File: src/rtl/mem_arb_pkg.sv
// Shared types and defaults for the engine-to-memory arbiter.
// Latency: n/a (declarations only).
// Backpressure: n/a.
// Contents: default widths, transfer typedef, core-ID typedef, round-robin helper.
package mem_arb_pkg;

  localparam int ADDR_W_DEF = 48;
  localparam int DATA_W_DEF = 64;
  localparam int CID_W_DEF  = 2;

  typedef logic [CID_W_DEF-1:0] cid_t;

  // One downstream transfer at the default widths, independent of opcode.
  typedef struct packed {
    logic                  we;
    logic [ADDR_W_DEF-1:0] addr;
    logic [DATA_W_DEF-1:0] wdata;
  } xfer_t;

  // Pointer value that follows a grant to core k among n cores.
  function automatic int rr_next(input int k, input int n);
    return (k + 1 == n) ? 0 : k + 1;
  endfunction

endpackage

File: src/rtl/mem_arb_tag_fifo.sv
// Core-ID tag FIFO recording the issuer of every outstanding read, in issue order.
// Latency: push visible at head/empty on the next cycle; head is a combinational read.
// Backpressure: full/empty are exported; push when full and pop when empty are ignored.
// Ports: clk, rst_n, push/push_dat, pop, head_dat, full, empty.
module mem_arb_tag_fifo #(
  parameter int WIDTH = 2,
  parameter int DEPTH = 8
) (
  input  logic             clk,
  input  logic             rst_n,
  input  logic             push,
  input  logic [WIDTH-1:0] push_dat,
  input  logic             pop,
  output logic [WIDTH-1:0] head_dat,
  output logic             full,
  output logic             empty
);

  localparam int PTR_W = (DEPTH > 1) ? $clog2(DEPTH) : 1;
  localparam int CNT_W = PTR_W + 1;

  logic [WIDTH-1:0] mem_q [DEPTH];
  logic [WIDTH-1:0] mem_d [DEPTH];
  logic [PTR_W-1:0] wr_ptr_q, wr_ptr_d;
  logic [PTR_W-1:0] rd_ptr_q, rd_ptr_d;
  logic [CNT_W-1:0] count_q, count_d;
  logic             do_push, do_pop;

  assign full     = (count_q == CNT_W'(DEPTH));
  assign empty    = (count_q == '0);
  assign head_dat = mem_q[rd_ptr_q];
  assign do_push  = push && !full;
  assign do_pop   = pop && !empty;

  // Depth is a power of two, so the pointers wrap by natural overflow.
  always_comb begin
    mem_d    = mem_q;
    wr_ptr_d = wr_ptr_q;
    rd_ptr_d = rd_ptr_q;
    if (do_push) begin
      mem_d[wr_ptr_q] = push_dat;
      wr_ptr_d        = wr_ptr_q + 1'b1;
    end
    if (do_pop) begin
      rd_ptr_d = rd_ptr_q + 1'b1;
    end
    count_d = count_q + CNT_W'(do_push) - CNT_W'(do_pop);
  end

  always_ff @(posedge clk or negedge rst_n) begin
    if (!rst_n) begin
      for (int i = 0; i < DEPTH; i++) mem_q[i] <= '0;
      wr_ptr_q <= '0;
      rd_ptr_q <= '0;
      count_q  <= '0;
    end else begin
      mem_q    <= mem_d;
      wr_ptr_q <= wr_ptr_d;
      rd_ptr_q <= rd_ptr_d;
      count_q  <= count_d;
    end
  end

endmodule

File: src/rtl/mem_arbiter.sv
// Round-robin arbiter funnelling NUM_CORES engines onto one memory port, with read-data return steering.
// Latency: grant and downstream request are combinational; read data reaches the core 1 cycle after mem_rvalid.
// Backpressure: no grant while mem_ready=0; reads also wait while the tag FIFO is full, writes do not.
// Ports: core_* initiator side (req/we/addr/wdata in, gnt/valid/rdata out), mem_* downstream, err_orphan sticky.
// Optional: MEM_ARBITER_STATS_EN adds stat_grants (per-core, saturating) and stat_stall counters.
module mem_arbiter
  import mem_arb_pkg::*;
#(
  parameter int NUM_CORES = 4,
  parameter int CID_W     = CID_W_DEF,
  parameter int TAG_DEPTH = 8,
  parameter int ADDR_W    = ADDR_W_DEF,
  parameter int DATA_W    = DATA_W_DEF
) (
  input  logic                        clk,
  input  logic                        rst_n,
  input  logic [NUM_CORES-1:0]        core_req,
  input  logic [NUM_CORES-1:0]        core_we,
  input  logic [NUM_CORES*ADDR_W-1:0] core_addr,
  input  logic [NUM_CORES*DATA_W-1:0] core_wdata,
  output logic [NUM_CORES-1:0]        core_gnt,
  output logic [NUM_CORES-1:0]        core_valid,
  output logic [DATA_W-1:0]           core_rdata,
  output logic                        mem_req,
  output logic                        mem_we,
  output logic [ADDR_W-1:0]           mem_addr,
  output logic [DATA_W-1:0]           mem_wdata,
  input  logic                        mem_ready,
  input  logic                        mem_rvalid,
  input  logic [DATA_W-1:0]           mem_rdata,
  output logic                        err_orphan
`ifdef MEM_ARBITER_STATS_EN
  ,
  output logic [NUM_CORES*32-1:0]     stat_grants,
  output logic [31:0]                 stat_stall
`endif
);

  logic [CID_W-1:0]     rr_ptr_q, rr_ptr_d;
  logic [NUM_CORES-1:0] core_valid_q, core_valid_d;
  logic [DATA_W-1:0]    core_rdata_q, core_rdata_d;
  logic                 err_orphan_q, err_orphan_d;

  logic [NUM_CORES-1:0] elig;
  logic                 gnt_any;
  logic [CID_W-1:0]     win_cid;
  logic                 tag_push, tag_pop;
  logic                 fifo_full, fifo_empty;
  logic [CID_W-1:0]     head_cid;

  // Full is sampled before any same-cycle pop, so a full FIFO always stalls reads.
  always_comb begin
    int idx;
    elig     = '0;
    core_gnt = '0;
    gnt_any  = 1'b0;
    win_cid  = '0;
    idx      = 0;
    for (int i = 0; i < NUM_CORES; i++) begin
      elig[i] = core_req[i] && mem_ready && (core_we[i] || !fifo_full);
    end
    for (int off = 0; off < NUM_CORES; off++) begin
      idx = int'(rr_ptr_q) + off;
      if (idx >= NUM_CORES) idx = idx - NUM_CORES;
      if (!gnt_any && elig[idx]) begin
        gnt_any = 1'b1;
        win_cid = CID_W'(idx);
      end
    end
    if (gnt_any) core_gnt[win_cid] = 1'b1;
  end

  always_comb begin
    mem_req   = gnt_any;
    mem_we    = 1'b0;
    mem_addr  = '0;
    mem_wdata = '0;
    if (gnt_any) begin
      mem_we    = core_we[win_cid];
      mem_addr  = core_addr[int'(win_cid)*ADDR_W +: ADDR_W];
      mem_wdata = core_wdata[int'(win_cid)*DATA_W +: DATA_W];
    end
  end

  assign tag_push = gnt_any && !core_we[win_cid];
  // A response with nothing outstanding is an orphan: it moves no pointer.
  assign tag_pop  = mem_rvalid && !fifo_empty;

  mem_arb_tag_fifo #(
    .WIDTH (CID_W),
    .DEPTH (TAG_DEPTH)
  ) u_tag_fifo (
    .clk      (clk),
    .rst_n    (rst_n),
    .push     (tag_push),
    .push_dat (win_cid),
    .pop      (tag_pop),
    .head_dat (head_cid),
    .full     (fifo_full),
    .empty    (fifo_empty)
  );

  always_comb begin
    rr_ptr_d     = gnt_any ? CID_W'(rr_next(int'(win_cid), NUM_CORES)) : rr_ptr_q;
    core_valid_d = '0;
    core_rdata_d = core_rdata_q;
    err_orphan_d = err_orphan_q | (mem_rvalid && fifo_empty);
    if (tag_pop) begin
      core_valid_d[head_cid] = 1'b1;
      core_rdata_d           = mem_rdata;
    end
  end

  always_ff @(posedge clk or negedge rst_n) begin
    if (!rst_n) begin
      rr_ptr_q     <= '0;
      core_valid_q <= '0;
      core_rdata_q <= '0;
      err_orphan_q <= 1'b0;
    end else begin
      rr_ptr_q     <= rr_ptr_d;
      core_valid_q <= core_valid_d;
      core_rdata_q <= core_rdata_d;
      err_orphan_q <= err_orphan_d;
    end
  end

  assign core_valid = core_valid_q;
  assign core_rdata = core_rdata_q;
  assign err_orphan = err_orphan_q;

`ifdef MEM_ARBITER_STATS_EN
  logic [NUM_CORES-1:0][31:0] grants_q, grants_d;
  logic [31:0]                stall_q, stall_d;

  always_comb begin
    grants_d = grants_q;
    stall_d  = stall_q;
    for (int i = 0; i < NUM_CORES; i++) begin
      if (core_gnt[i] && (grants_q[i] != '1)) grants_d[i] = grants_q[i] + 32'd1;
    end
    if ((|core_req) && !gnt_any && (stall_q != '1)) stall_d = stall_q + 32'd1;
  end

  always_ff @(posedge clk or negedge rst_n) begin
    if (!rst_n) begin
      grants_q <= '0;
      stall_q  <= '0;
    end else begin
      grants_q <= grants_d;
      stall_q  <= stall_d;
    end
  end

  assign stat_grants = grants_q;
  assign stat_stall  = stall_q;
`endif

endmodule

File: config.mk
export PLATFORM = sky130hd
export DESIGN_NAME = mem_arbiter
export DESIGN_NICKNAME = d
export VERILOG_FILES = /design/src/rtl/mem_arb_pkg.sv /design/src/rtl/mem_arb_tag_fifo.sv /design/src/rtl/mem_arbiter.sv
export SDC_FILE = /design/constraint.sdc
export NUM_CORES = 1
export LEC_CHECK = 0
export CAP_MARGIN = 20
export CORE_AREA = 2 2 280 282
export CTS_BUF_LIST = sky130_fd_sc_hd__clkbuf_4 sky130_fd_sc_hd__clkbuf_8 sky130_fd_sc_hd__clkbuf_16
export DETAILED_ROUTE_END_ITERATION = 6
export DIE_AREA = 0 0 282 284
export DONT_BUFFER_PORTS = 1
export PLACE_DENSITY = 0.3
export SYNTH_ARGS = -nofsm -noshare
export SYNTH_HDL_FRONTEND = slang
export SYNTH_SLANG_ARGS = --single-unit
File: constraint.sdc
create_clock -name clk -period 4.1 [get_ports clk]
set_clock_uncertainty 0.1 [all_clocks]
set_input_delay 0.82 -clock clk [delete_from_list [all_inputs] [get_ports clk]]
set_output_delay 0.82 -clock clk [all_outputs]
set_load 0.005 [all_outputs]
### Yosys cells after proc, flatten, opt, wreduce, memory -nomap -nowiden

Cells that the tools add are included.

| storage, ports and cells | value |
|---|---|
| register bits | 97 |
| bits in latches | 0 |
| bits in writable memories | 0 |
| bits in read-only memories | 0 |
| input bits | 524 |
| output and inout port bits | 187 |
| word-level logic and storage cells | 122 |
| memories kept | 0 |

| cells by class | value |
|---|---|
| add/subtract/negate cells | 12 |
| multipliers | 1 |
| div/mod/pow operators | 0 |
| magnitude comparators | 15 |
| eq/ne operators | 2 |
| shifts and indexed selects | 2 |
| multiplexer cells | 42 |
| bitwise operators | 3 |
| reductions and logical operators | 30 |

Operators with widths:

| cell | number |
|---|---|
| 256-bit by 9-bit indexed part select with 64-bit output | 1 |
| 192-bit by 9-bit indexed part select with 48-bit output | 1 |
| 32-bit by 4-bit less-than comparator with 1-bit output, second input constant | 4 |
| 32-bit 2-to-1 mux | 4 |
| 64-bit 2-to-1 mux | 1 |
| 48-bit 2-to-1 mux | 1 |
| 1-bit logical AND | 19 |
| 16-bit bitwise mux | 1 |
| 1-bit 2-to-1 mux | 16 |
| 2-bit 2-to-1 mux | 8 |
| 3-bit by 3-bit subtractor with 4-bit output, second input constant | 3 |
| 1-bit binary-select mux with 2-bit select | 5 |
| 3-bit greater-or-equal comparator, second input constant | 3 |
| 4-bit greater-or-equal comparator, second input constant | 2 |
| 4-bit 2-to-1 mux | 2 |
| 3-bit NOT with 4-bit output | 2 |
| 2-bit by 1-bit adder with 3-bit output, second input constant | 2 |
| 2-bit by 2-bit adder with 3-bit output, second input constant | 2 |
| 3-bit by 1-bit adder with 3-bit output, second input constant | 2 |
| 2-bit binary-select mux with 3-bit select | 1 |
| 2-bit demux with 3-bit select | 1 |
| 1-bit zero test | 6 |
| 2-bit by 3-bit less-than comparator with 1-bit output, second input constant | 2 |
| 4-bit by 1-bit adder with 4-bit output | 1 |
| other kinds (12) | 17 |

### Logic depth before layout (Yosys ltp)

Gate-level depths: netlist of the first run.

| depth | value |
|---|---|
| depth in word-level cells | 24 |
| depth in mapped cells | 13 |
| mapped depth without buffers | 12 |

### Hierarchy

From an unflattened synthesis of the first run, not the netlist that was laid out.

| unflattened totals | value |
|---|---|
| cells, all modules | 679 |
| area, all modules | 7,513.5 sq um |

Modules (own cells, without submodules):

| module | times used | cells each | area each (sq um) | sequential area each (sq um) |
|---|---|---|---|---|
| mem_arbiter | 1 | 583 | 6,192.2 | 1,776.7 |
| mem_arb_tag_fifo | 1 | 96 | 1,321.3 | 650.6 |

### Least setup slack after synthesis of the first run

OpenSTA, ideal clock, no wires.

| path | value |
|---|---|
| path kind | input-to-output |
| start point | in core_we[2] |
| end point | out mem_addr[10] |
| arrival | 2.690 ns |
| data required time | 3.180 ns |
| setup slack | 0.490 ns |
| stages on the path | 10 |
| buffers on the path | 2 |
| cell sequence | or4b_1 > o2111ai_1 > o21a_1 > nor2_4 > inv_2 > buf_4 > buf_2 > nand2_1 > and3_1 > a311oi_1 |

| on the way | value |
|---|---|
| longest elaborated chain between the ends | 18 |
| elaborated cells on any way between the ends | 31 |
| classes of those cells | mul: 1; shift: 1; mux: 21; reduce/logical: 8 |

Ends and longest elaborated chain:

| element | line | RTL |
|---|---|---|
| from (decl) | mem_arbiter.sv:18 | `input logic [NUM_CORES-1:0] core_we,` |
| 1-bit logical OR (*) | mem_arbiter.sv:60 | `elig[i] = core_req[i] && mem_ready && (core_we[i] \|\| !fifo_full);` |
| 1-bit logical AND (*) | mem_arbiter.sv:60 |  |
| 1-bit binary-select mux with 2-bit select | mem_arbiter.sv:65 | `if (!gnt_any && elig[idx]) begin` |
| 1-bit 2-to-1 mux (implied by the code) (2 in a row) | mem_arbiter.sv:65 |  |
| 1-bit 2-to-1 mux | mem_arbiter.sv:65 |  |
| 1-bit zero test | mem_arbiter.sv:65 |  |
| 1-bit logical AND | mem_arbiter.sv:65 |  |
| 1-bit 2-to-1 mux | mem_arbiter.sv:65 |  |
| 1-bit zero test | mem_arbiter.sv:65 |  |
| 1-bit logical AND | mem_arbiter.sv:65 |  |
| 1-bit 2-to-1 mux | mem_arbiter.sv:65 |  |
| 1-bit zero test | mem_arbiter.sv:65 |  |
| 1-bit logical AND | mem_arbiter.sv:65 |  |
| 2-bit 2-to-1 mux | mem_arbiter.sv:65 |  |
| 2-bit by 2-bit multiplier with 4-bit output | mem_arbiter.sv:80 | `mem_addr = core_addr[int'(win_cid)*ADDR_W +: ADDR_W];` |
| 192-bit by 9-bit indexed part select with 48-bit output | mem_arbiter.sv:80 |  |
| 48-bit 2-to-1 mux (*) | mem_arbiter.sv:78 | `if (gnt_any) begin` |
| to (decl) | mem_arbiter.sv:26 | `output logic [ADDR_W-1:0] mem_addr,` |

Mark *: on every way between the ends. The rest lies on a longest branch, timed or not. The select of a mux whose other input is x is not followed.

### Worst setup path in the final report of the first run

| path | value |
|---|---|
| start point | reg u_tag_fifo.count_q[2] |
| end point | out mem_wdata[40] |

| on the way | value |
|---|---|
| longest elaborated chain between the ends | 19 |
| elaborated cells on any way between the ends | 38 |
| classes of those cells | eq/ne: 1; shift: 1; mux: 21; reduce/logical: 15 |

Ends and longest elaborated chain:

| element | line | RTL |
|---|---|---|
| from (decl) | mem_arb_tag_fifo.sv:26 | `logic [CNT_W-1:0] count_q, count_d;` |
| from (signal assigned) | mem_arb_tag_fifo.sv:60 | `count_q <= count_d;` |
| 4-bit == test (*) | mem_arb_tag_fifo.sv:29 | `assign full = (count_q == CNT_W'(DEPTH));` |
| 1-bit zero test (*) | mem_arbiter.sv:60 |  |
| 1-bit logical OR | mem_arbiter.sv:60 |  |
| 1-bit logical AND | mem_arbiter.sv:60 |  |
| 1-bit binary-select mux with 2-bit select | mem_arbiter.sv:65 |  |
| 1-bit 2-to-1 mux (implied by the code) (2 in a row) | mem_arbiter.sv:65 |  |
| 1-bit 2-to-1 mux | mem_arbiter.sv:65 |  |
| 1-bit zero test | mem_arbiter.sv:65 |  |
| (+2 left out) | -- |  |
| 1-bit zero test | mem_arbiter.sv:65 |  |
| 1-bit logical AND | mem_arbiter.sv:65 |  |
| 1-bit 2-to-1 mux | mem_arbiter.sv:65 |  |
| 1-bit zero test | mem_arbiter.sv:65 |  |
| 1-bit logical AND | mem_arbiter.sv:65 |  |
| 2-bit 2-to-1 mux | mem_arbiter.sv:65 |  |
| 256-bit by 9-bit indexed part select with 64-bit output | mem_arbiter.sv:81 | `mem_wdata = core_wdata[int'(win_cid)*DATA_W +: DATA_W];` |
| 64-bit 2-to-1 mux (*) | mem_arbiter.sv:78 |  |
| to (decl) | mem_arbiter.sv:27 | `output logic [DATA_W-1:0] mem_wdata,` |

Marks and branches as above.

==> results of run 1 <==
[final timing paths]
| path | startpoint | slack [ps] | end | cells after the start |
|---|---|---|---|---|
| max | u_tag_fifo.count_q[2]$_DFF_PN0_ | -70 | mem_wdata[40] | 13 |
| min | rst_n | 50 | core_rdata[55]$_DFFE_PN0P_ | 0 |
| max reg2reg | u_tag_fifo.count_q[2]$_DFF_PN0_ | 770 | u_tag_fifo.mem_q[4]$_DFFE_PN0P_ | 14 |
| min reg2reg | u_tag_fifo.mem_q[3]$_DFFE_PN0P_ | 400 | u_tag_fifo.mem_q[3]$_DFFE_PN0P_ | 1 |
| max in group asynchronous | rst_n | 3720 | u_tag_fifo.count_q[1]$_DFF_PN0_ | 0 |
| min in group clk | u_tag_fifo.mem_q[3]$_DFFE_PN0P_ | 400 | u_tag_fifo.mem_q[3]$_DFFE_PN0P_ | 1 |
[kinds of logic (layout without fill, tap and decap cells)]
logic type                 count (synthesis)  in the layout  share of synthesized area
DFF                                       97             97                      0.302
muxes                                     23             23                     0.0375
xor gates and xnor gates                   6              6                    0.00654
other                                      0              5                          0
AOI/OAI and AO/OA                        132            132                      0.140
buffers and inverters                    120            343                     0.0624
and+or+nand+nor                          810            810                      0.430
adders and majority gates                 13             13                     0.0212
[cell usage in the layout, fill, tap and decap left out, types with 5 or more instances in the layout]
master	netlist	layout
buf_16	0	15
nand2_1	658	572
inv_1	10	9
buf_12	0	33
a311oi_4	0	27
buf_8	0	14
and3_4	0	60
a311oi_2	0	75
and2_1	5	5
buf_4	3	174
and3_1	113	53
mux2_2	13	13
a311oi_1	112	10
nor2_1	6	5
ha_1	12	11
dfrtp_1	97	96
nand2_4	0	19
buf_6	1	68
clkbuf_16	0	18
nand2_2	0	67
diode_2	0	5
[state kept, by name, indices dropped and copies added (netlist names)]
register	flops
u_tag_fifo.wr_ptr_q	3
u_tag_fifo.rd_ptr_q	3
u_tag_fifo.mem_q	16
u_tag_fifo.count_q	4
err_orphan	1
core_rdata	64
rr_ptr_q	2
core_valid	4
[report_power, final]
group,switching [mW],internal (mW)
Clock,0.447,0.437
Sequential,0.305,1.26
Combinational,2.63,2.63
[worst max-delay path, cell delays in order (launching register included)]
cell and delay (ps):
dfrtp_1 380, inv_2 70, ha_4 150, or4b_4 460, nand3_2 90, buf_4 140, a21boi_4 210, nor2_4 50
buf_12 140, buf_12 170, buf_12 180, and3_4 170, a311oi_4 450, buf_4 190
[layer usage]
layer | routed length [microns] | vias up | track usage | share of wire
li1 | - | 4523 | - | -
met1 | 24200 | 5016 | 0.168 | 0.37
met2 | 35600 | 445 | 0.288 | 0.55
met3 | 3460 | 81 | 0.0255 | 0.053
met4 | 1930 | 4 | 0.0347 | 0.030
met5 | 25 | - | 0 | 0.00038
[area by class of cell]
class,instances,share of cell area
clock inverters,7,0.00543
multi-input cells,984,0.467
inverters,13,0.00552
diodes,5,0.000862
clock buffers,9,0.0155
well taps,1040,0.0897
flip-flops and latches,97,0.167
repair buffers,314,0.249
[metrics by stage]
stage,utilization,total power [mW],instances,worst slack [ps],hold slack [ps]
finish,0.189,7.70,2469,-68.8,51.8
global route,0.189,8.16,2469,-196,21.1
CTS,0.171,7.22,2419,-139,32.7
detailed placement,0.140,5.22,2351,-618,379
global placement,0.140,5.21,2351,-723,374
floorplan,-,3.24,1201,490,359
[repair_timing]
action,CTS,global route
gates resized for setup,262,202
setup endpoints to repair,112,111
gates cloned,16,10
hold endpoints to repair,0,0
pin swaps,89,93
setup buffers,42,49
==> key figures, run 1 <==
Outcome
  – Status: complete, but fails checks
  – Failing checks: setup timing

Timing
  – Hold Vio Cnt, Final: 0
  – Slew Limit Fails: 0
  – Max-slew headroom: 0.508
  – Pin slew with the least headroom to its limit: 738 ps
  – Final Cycle Share: 1.02
  – Fmax: 0.240 GHz
  – Final WS setup: -68.8 ps
  – Minimum clock period: 4170 ps
  – Setup TNS: -267 ps
  – Final setup viols: 7
  – Unrepaired setup endpoints after global routing: true

Yosys
  – Share of the synthesized area in the top cell type: 0.307
  – Count leader, synth: nand2_1
  – Synthesis Warnings: 0
  – Post-synth cell types: 49
  – Cell Area, Synth: 8040 sq um
  – Ys flop type: dfrtp_1
  – Syn_area_per_cell: 6.69 sq um
  – Post-synth EDFFs: 0
  – Yosys reg bits: 97
  – Post-synth ARST share: 1.00
  – Area contributors post-synth: nand2_1, dfrtp_1, a311oi_1
  – Syn_nets: 1738
  – Register area share after synthesis: 0.302
  – Cell taking the most area after synthesis: nand2_1
  – Syn Inst Count: 1201
  – Synth top cells by count: nand2_1, and3_1, a311oi_1

Final layout
  – Final instance area: 14500 sq um
  – Nets: 1956
  – Area delta synth->final: 80.5%
  – Fill count: 8737
  – Seq. cell area: 2430 sq um
  – Layout cell share with drive strength beyond 1: 0.435
  – Multi-input logic area: 6770 sq um

Placed design
  – RePlAce Congestion: 0.951
  – Port Buffers: 0
  – Post-DP HPWL: 50200 microns
  – Post-Place Cell Area: 10800 sq um

Detailed routing
  – Routed Antenna Nets: 0
  – Iter 0 DRT Violations: 633
  – WL/cell: 26.4 microns
  – Total iterations of the first detailed-routing run: 5
  – Vias/cell: 4.08
  – Final wirelength: 65200 microns
  – Detailed-route via count: 10100
  – Residual DRC: 0

Floorplan
  – Die area: 80100 sq um
  – Chip width: 282 microns
  – Die H: 284 microns
  – Row count: 102
  – Initial Utilization: 0.104
  – IO Pins: 711
  – Core area: 77000 sq um

Clocking
  – Root Driver: clkbuf_16
  – CTS tree: done
  – CTS buffer count: 9
  – Clock slew seen by the registers of the worst setup and hold paths: 80 ps
  – Longest Clk Path Bufs: 2
  – Clock Latency Late Sink: 350 ps
  – H-Tree Level Count: 3
  – Hold-fix buffers at CTS: 0
  – CTS Sinks: 97

Setup path
  – Setup CP Type: reg2out
  – CP startpoint kind: flop
  – WP data arrival: 3250 ps
  – Worst Path Max Fanout: 56
  – Element type at the critical path end: output port
  – Req. time, crit path: 3180 ps

Global route
  – Vias in the first global route: 10400
  – First-pass GRT wire length: 84300 microns
  – Pin count of the biggest net entering global routing: 98
  – Initial antenna violation count: 7
  – Total global routing overflow: 0
  – GRT Total Usage: 0.150

Pwr
  – Leak: 6.29 nW
  – P per Cell Area: 531 nW/um^2
  – Peak supply drop: 0.000195 V

Worst hold path
  – Hold Crit Class: in2async

Run
  – Max_cap viols: 0
(Power assumes the default switching activity.)
==> inputs of run 2 (changes only) <==
- RECOVER_POWER: default -> 100
==> run 2 against run 1 <==
Combinational power barely moved; sequential power barely moved; the run still ends with setup timing left; flip-flop and latch count did not move.
==> key figures, run 2 (synthesized netlist as in run 1, its figures left out) <==
Outcome
  – Status: complete, but fails checks
  – Failing checks: setup timing

Final layout
  – Most frequent cells in the layout: nand2_1, buf_4, dfrtp_1
  – Multi-input logic area: 6760 sq um (about the same)
  – Area delta synth->final: 80.2%
  – Nets: 1956 (unchanged)
  – Fill count: 8734 (-0.034%)
  – Final core area utilization: 0.188 (-0.000243)
  – Seq. cell area: 2430 sq um (unchanged)
  – Layout cell share with drive strength beyond 1: 0.433 (-0.00281)
  – Most common cell after layout, fill and taps aside: nand2_1
  – Max reg flops: 64 (unchanged)

Setup path
  – Worst Path Max Fanout: 56 (unchanged)
  – Worst-path cell chain: inv_2, ha_4, or4b_4, nand3_2, buf_4, a21boi_4, nor2_4, buf_12, buf_12, buf_12, and3_4, a311oi_4, buf_4
  – Origin of the critical flop-to-flop path: u_tag_fifo.count_q[2]$_DFF_PN0_
  – Setup CP Type: reg2out
  – R2r worst-path depth: 14 (unchanged)
  – Element type at the critical path end: output port
  – Req. time, crit path: 3180 ps (about the same)
  – CP peak stage delay: 460 ps (about the same)
  – Reg-to-reg slack, setup: 430 ps (-340 ps)
  – R2r endpoint: u_tag_fifo.mem_q[4]$_DFFE_PN0P_
  – WP data arrival: 3250 ps (about the same)
  – Slowest CP cell: or4b_4
  – CP startpoint kind: flop
  – Cell mode on critical path: buf_12

Global route
  – Vias in the first global route: 10400 (unchanged)
  – GRT Total Usage: 0.150 (unchanged)
  – Pin count of the biggest net entering global routing: 98 (unchanged)
  – Total global routing overflow: 0 (unchanged)
  – Initial antenna violation count: 7 (unchanged)
  – First-pass GRT wire length: 84300 microns (unchanged)

Clocking
  – CTS buffer count: 9 (unchanged)
  – Hold-fix buffers at CTS: 0 (unchanged)
  – Clock slew seen by the registers of the worst setup and hold paths: 80 ps (about the same)
  – Root Driver: clkbuf_16
  – Clock Latency Late Sink: 350 ps (about the same)
  – Longest Clk Path Bufs: 2 (unchanged)
  – H-Tree Level Count: 3 (unchanged)
  – CTS tree: done
  – CTS Sinks: 97 (unchanged)

Timing
  – Setup TNS: -256 ps (+10.9 ps)
  – Final WS setup: -68.3 ps (+0.527 ps)
  – Slew Limit Fails: 0 (unchanged)
  – Final setup viols: 7 (unchanged)
  – Pin slew with the least headroom to its limit: 1430 ps (+693 ps)
  – Max-slew headroom: 0.0457 (-0.462)
  – Hold Vio Cnt, Final: 0 (unchanged)
  – Minimum clock period: 4170 ps (-0.527 ps)
  – Fmax: 0.240 GHz (about the same)
  – Final Cycle Share: 1.02 (about the same)
  – WHS: 51.7 ps (-0.0142 ps)
  – Unrepaired setup endpoints after global routing: true

Placed design
  – Post-DP HPWL: 50200 microns (unchanged)
  – RePlAce Congestion: 0.951 (unchanged)
  – Port Buffers: 0 (unchanged)

Detailed routing
  – WL/cell: 26.4 microns (about the same)
  – Iter 0 DRT Violations: 634 (+0.16%)
  – Residual DRC: 0 (unchanged)
  – Final wirelength: 65200 microns (about the same)
  – Routed Antenna Nets: 0 (unchanged)
  – Vias/cell: 4.08 (about the same)
  – Total iterations of the first detailed-routing run: 5 (unchanged)
  – Detailed-route via count: 10100 (-0.0099%)

Floorplan
  – IO Pins: 711 (unchanged)
  – Die area: 80100 sq um (unchanged)
  – Chip width: 282 microns (unchanged)
  – Die H: 284 microns (unchanged)
  – Initial Utilization: 0.104 (unchanged)
  – Core area: 77000 sq um (unchanged)
  – Row count: 102 (unchanged)

Run
  – Max_cap viols: 0 (unchanged)

Pwr
  – Leak: 6.28 nW (-0.15%)
  – P per Cell Area: 531 nW/um^2 (about the same)
  – Peak supply drop: 0.000195 V (about the same)

Worst hold path
  – Hold Crit Class: in2async
run 2: where the power goes:
group / total, mW / leakage (nW) / internal, mW / switching [mW]
clock: 0.884 / 0.148 / 0.437 / 0.447
sequential: 1.57 / 1.19 / 1.26 / 0.305
combinational: 5.25 / 4.94 / 2.62 / 2.62
run 2: per-stage QoR:
| step | cells | setup slack [ps] | area (sq um) | total power [mW] |
|---|---|---|---|---|
| after global routing | 2469 | -196 | 14500 | 8.16 |
| after detailed placement | 2351 | -618 | 10800 | 5.22 |
| after floorplan | 1201 | 490 | 8040 | 3.24 |
| after global placement | 2351 | -723 | 10800 | 5.21 |
| final | 2469 | -68.3 | 14500 | 7.70 |
| after CTS | 2419 | -139 | 13100 | 7.22 |
run 2: repair_timing:
| item | in CTS | in global routing |
|---|---|---|
| endpoints found under the setup margin | 112 | 111 |
| pin swaps | 89 | 93 |
| buffers inserted | 42 | 49 |
| resized for setup | 262 | 202 |
| cloned | 16 | 10 |
run 2: final cells by class:
cell class,instances,area share
Timing Repair Buffer,314,0.249
Multi-Input combinational cell,984,0.467
Clock inverter,7,0.00544
Tap cell,1040,0.0898
Sequential cell,97,0.168
Clock buffer,9,0.0155
Antenna cell,5,0.000863
Inverter,13,0.00553
run 2: critical path: cells and delay by family, from the launching register on:
kind | cells | cell delay (ps)
and+or+nand+nor | 4 | 770
AOI/OAI and AO/OA | 2 | 660
buffers and inverters | 6 | 900
adders and majority gates | 1 | 150
DFF | 1 | 380
run 2: layer usage:
layer	part of all wire	wire length, microns	track usage
met5	0.00038	25	0
met4	0.029	1910	0.0347
met3	0.053	3470	0.0255
met2	0.55	35600	0.288
met1	0.37	24200	0.168
run 2: worst max-delay path by stage:
stage / startpoint / endpoint / slack, ps / depth (start not counted)
after global routing: u_tag_fifo.count_q[2]$_DFF_PN0_ / mem_addr[35] / -200 / 14
final: u_tag_fifo.count_q[2]$_DFF_PN0_ / mem_wdata[40] / -70 / 13
after CTS: u_tag_fifo.count_q[2]$_DFF_PN0_ / mem_wdata[40] / -140 / 14
after detailed placement: core_we[0] / mem_addr[43] / -620 / 11
after floorplan: core_we[2] / mem_addr[10] / 490 / 10
after global placement: core_we[0] / mem_addr[43] / -720 / 11
==> inputs of run 3 (changes only) <==
- clock period: 4.1 -> 4.35 ns (I/O delays scaled with it)
==> run 3 against run 2 <==
The flow now finishes without violations; final cell count down 3.7%; non-clock buffer count down 93; critical endpoint is now mem_wdata[41]; sequential power is 5% lower; clock power fell by 7.1%; largest power group unchanged; final area is 18% lower; critical path depth increased by 1; first-iteration DRC count fell by 1.4%; clock-buffer cell count is the same; total power fell by 22%.
==> key figures, run 3 (synthesized netlist as in run 1, its figures left out) <==
Final layout
  – Nets: 1863 (-4.8%)
  – Fill count: 8910 (+2.0%)
  – Final instance area: 11800 sq um (-18%)
  – Layout cell share with drive strength beyond 1: 0.246 (-0.187)
  – Most frequent cells in the layout: nand2_1, buf_4, and3_1
  – Final core area utilization: 0.154 (-0.0344)
  – Area delta synth->final: 47.3%
  – Most common cell after layout, fill and taps aside: nand2_1
  – Max reg flops: 64 (unchanged)
  – Non-filler cells in the finished layout: 2377 (-3.7%)

Placed design
  – Post-Place Cell Area: 10500 sq um (-2.3%)
  – RePlAce Congestion: 0.974 (+2.4%)
  – Setup WS pre-CTS: -535 ps (+83.3 ps)
  – DP Cell Count: 2317 (-1.4%)
  – Port Buffers: 0 (unchanged)
  – Post-DP HPWL: 48300 microns (-3.9%)

Pwr
  – P per Cell Area: 507 nW/um^2 (-4.6%)
  – Final total power: 6.00 mW (-22%)
  – Leak: 5.41 nW (-14%)
  – Peak supply drop: 0.000231 V (+19%)

Global route
  – Vias in the first global route: 9900 (-4.5%)
  – First-pass GRT wire length: 80000 microns (-5.1%)
  – Total global routing overflow: 0 (unchanged)
  – Initial antenna violation count: 9 (+2)
  – Pin count of the biggest net entering global routing: 98 (unchanged)
  – GRT Total Usage: 0.141 (-0.00922)

Detailed routing
  – Routed Antenna Nets: 0 (unchanged)
  – WL/cell: 25.2 microns (-4.4%)
  – Iter 0 DRT Violations: 625 (-1.4%)
  – Vias/cell: 4.03 (-1.2%)
  – Total iterations of the first detailed-routing run: 5 (unchanged)
  – Residual DRC: 0 (unchanged)
  – Final wirelength: 60000 microns (-8.0%)
  – Detailed-route via count: 9573 (-4.9%)

Clocking
  – CTS buffer count: 9 (unchanged)
  – Clock Latency Late Sink: 350 ps (about the same)
  – Clock slew seen by the registers of the worst setup and hold paths: 80 ps (about the same)
  – Root Driver: clkbuf_16
  – CTS tree: done
  – Longest Clk Path Bufs: 2 (unchanged)
  – H-Tree Level Count: 3 (unchanged)
  – CTS Sinks: 97 (unchanged)

Floorplan
  – Die area: 80100 sq um (unchanged)
  – Chip width: 282 microns (unchanged)
  – Initial Utilization: 0.104 (unchanged)
  – IO Pins: 711 (unchanged)
  – Die H: 284 microns (unchanged)
  – Row count: 102 (unchanged)
  – Core area: 77000 sq um (unchanged)

Setup path
  – R2r worst-path depth: 13 (-1)
  – Origin of the critical flop-to-flop path: u_tag_fifo.count_q[2]$_DFF_PN0_
  – CP startpoint: u_tag_fifo.count_q[2]$_DFF_PN0_
  – WP data arrival: 3310 ps (+60 ps)
  – Reg-to-reg slack, setup: 620 ps (+190 ps)
  – Worst Path Max Fanout: 16 (-71%)
  – Req. time, crit path: 3380 ps (+200 ps)
  – R2r endpoint: u_tag_fifo.mem_q[4]$_DFFE_PN0P_
  – Setup CP Type: reg2out
  – CP startpoint kind: flop
  – Element type at the critical path end: output port

Timing
  – Final WS setup: 68.4 ps (+137 ps)
  – Minimum clock period: 4280 ps
  – Pin slew with the least headroom to its limit: 1460 ps (+32.5 ps)
  – Max-slew headroom: 0.0240 (-0.0217)
  – Fmax: 0.234 GHz
  – Final Cycle Share: 0.984
  – Unrepaired setup endpoints after global routing: true
  – Final setup viols: 0 (-7)
  – Slew Limit Fails: 0 (unchanged)
  – Hold Vio Cnt, Final: 0 (unchanged)

Outcome
  – Status: complete, no violations

Worst hold path
  – Hold Crit Class: in2async

Run
  – Max_cap viols: 0 (unchanged)
run 3: cell types whose count changed in the layout (fill, tap and decap cells not counted), moves of 18 or more:
cell,change
nand2_1,+81
nand2_2,-63
buf_6,-62
a311oi_1,+56
and3_1,+53
and3_4,-53
a311oi_2,-43
buf_12,-18
nand2_4,-18
run 3: what timing repair did:
| action | CTS | global route |
|---|---|---|
| hold buffers | 0 | 0 |
| pin swaps | 6 | 22 |
| resized for setup | 43 | 54 |
| cloned | 3 | 5 |
| setup endpoints to repair | 96 | 62 |
| setup buffers | 5 | 29 |
run 3: where the power goes:
part           total [mW]  internal [mW]  leakage, nW  switching (mW)
Clock               0.821          0.412        0.150           0.408
Sequential           1.49           1.19         1.19           0.298
Combinational        3.69           1.67         4.07            2.03
Total                6.00           3.27         5.41            2.73
run 3: through the flow:
step	setup TNS [ps]	hold slack [ps]
floorplan	0	359
global placement	-5140	373
detailed placement	-5170	385
CTS	0	83.9
global route	-338	76.2
finish	0	108
run 3: worst max-delay path: stages, from the launching register on:
cell and delay (ps):
dfrtp_1 380, inv_2 80, ha_4 160, nor4b_4 270
o2111ai_2 160, o21a_1 250, nor2_4 300, buf_12 190
buf_4 120, buf_12 130, nand2_1 60, and3_4 170
a311oi_4 370, buf_4 200, buf_4 100
run 3: metal layers:
| metal | up-vias | wire [microns] | global-route usage |
|---|---|---|---|
| li1 | 4333 | - | - |
| met1 | 4719 | 23300 | 0.166 |
| met3 | 60 | 3320 | 0.0226 |
| met2 | 461 | 32000 | 0.261 |
| met5 | - | 0 | 0 |
| met4 | 0 | 1420 | 0.0324 |
run 3: how the worst max path moves through the flow:
stage | to
after detailed placement | mem_wdata[17]
after CTS | mem_addr[16]
after floorplan | mem_addr[10]
after global routing | mem_wdata[40]
after global placement | mem_wdata[17]
final | mem_wdata[41]
run 3: area by class of cell:
class                   count  area, sq um  share of cell area
diodes                      6         15.0             0.00127
clock buffers               9          225              0.0190
clock inverters             7         81.3             0.00687
inverters                  13         63.8             0.00539
multi-input cells         984         5650               0.477
flip-flops and latches     97         2430               0.205
well taps                1040         1300               0.110
repair buffers            221         2080               0.175
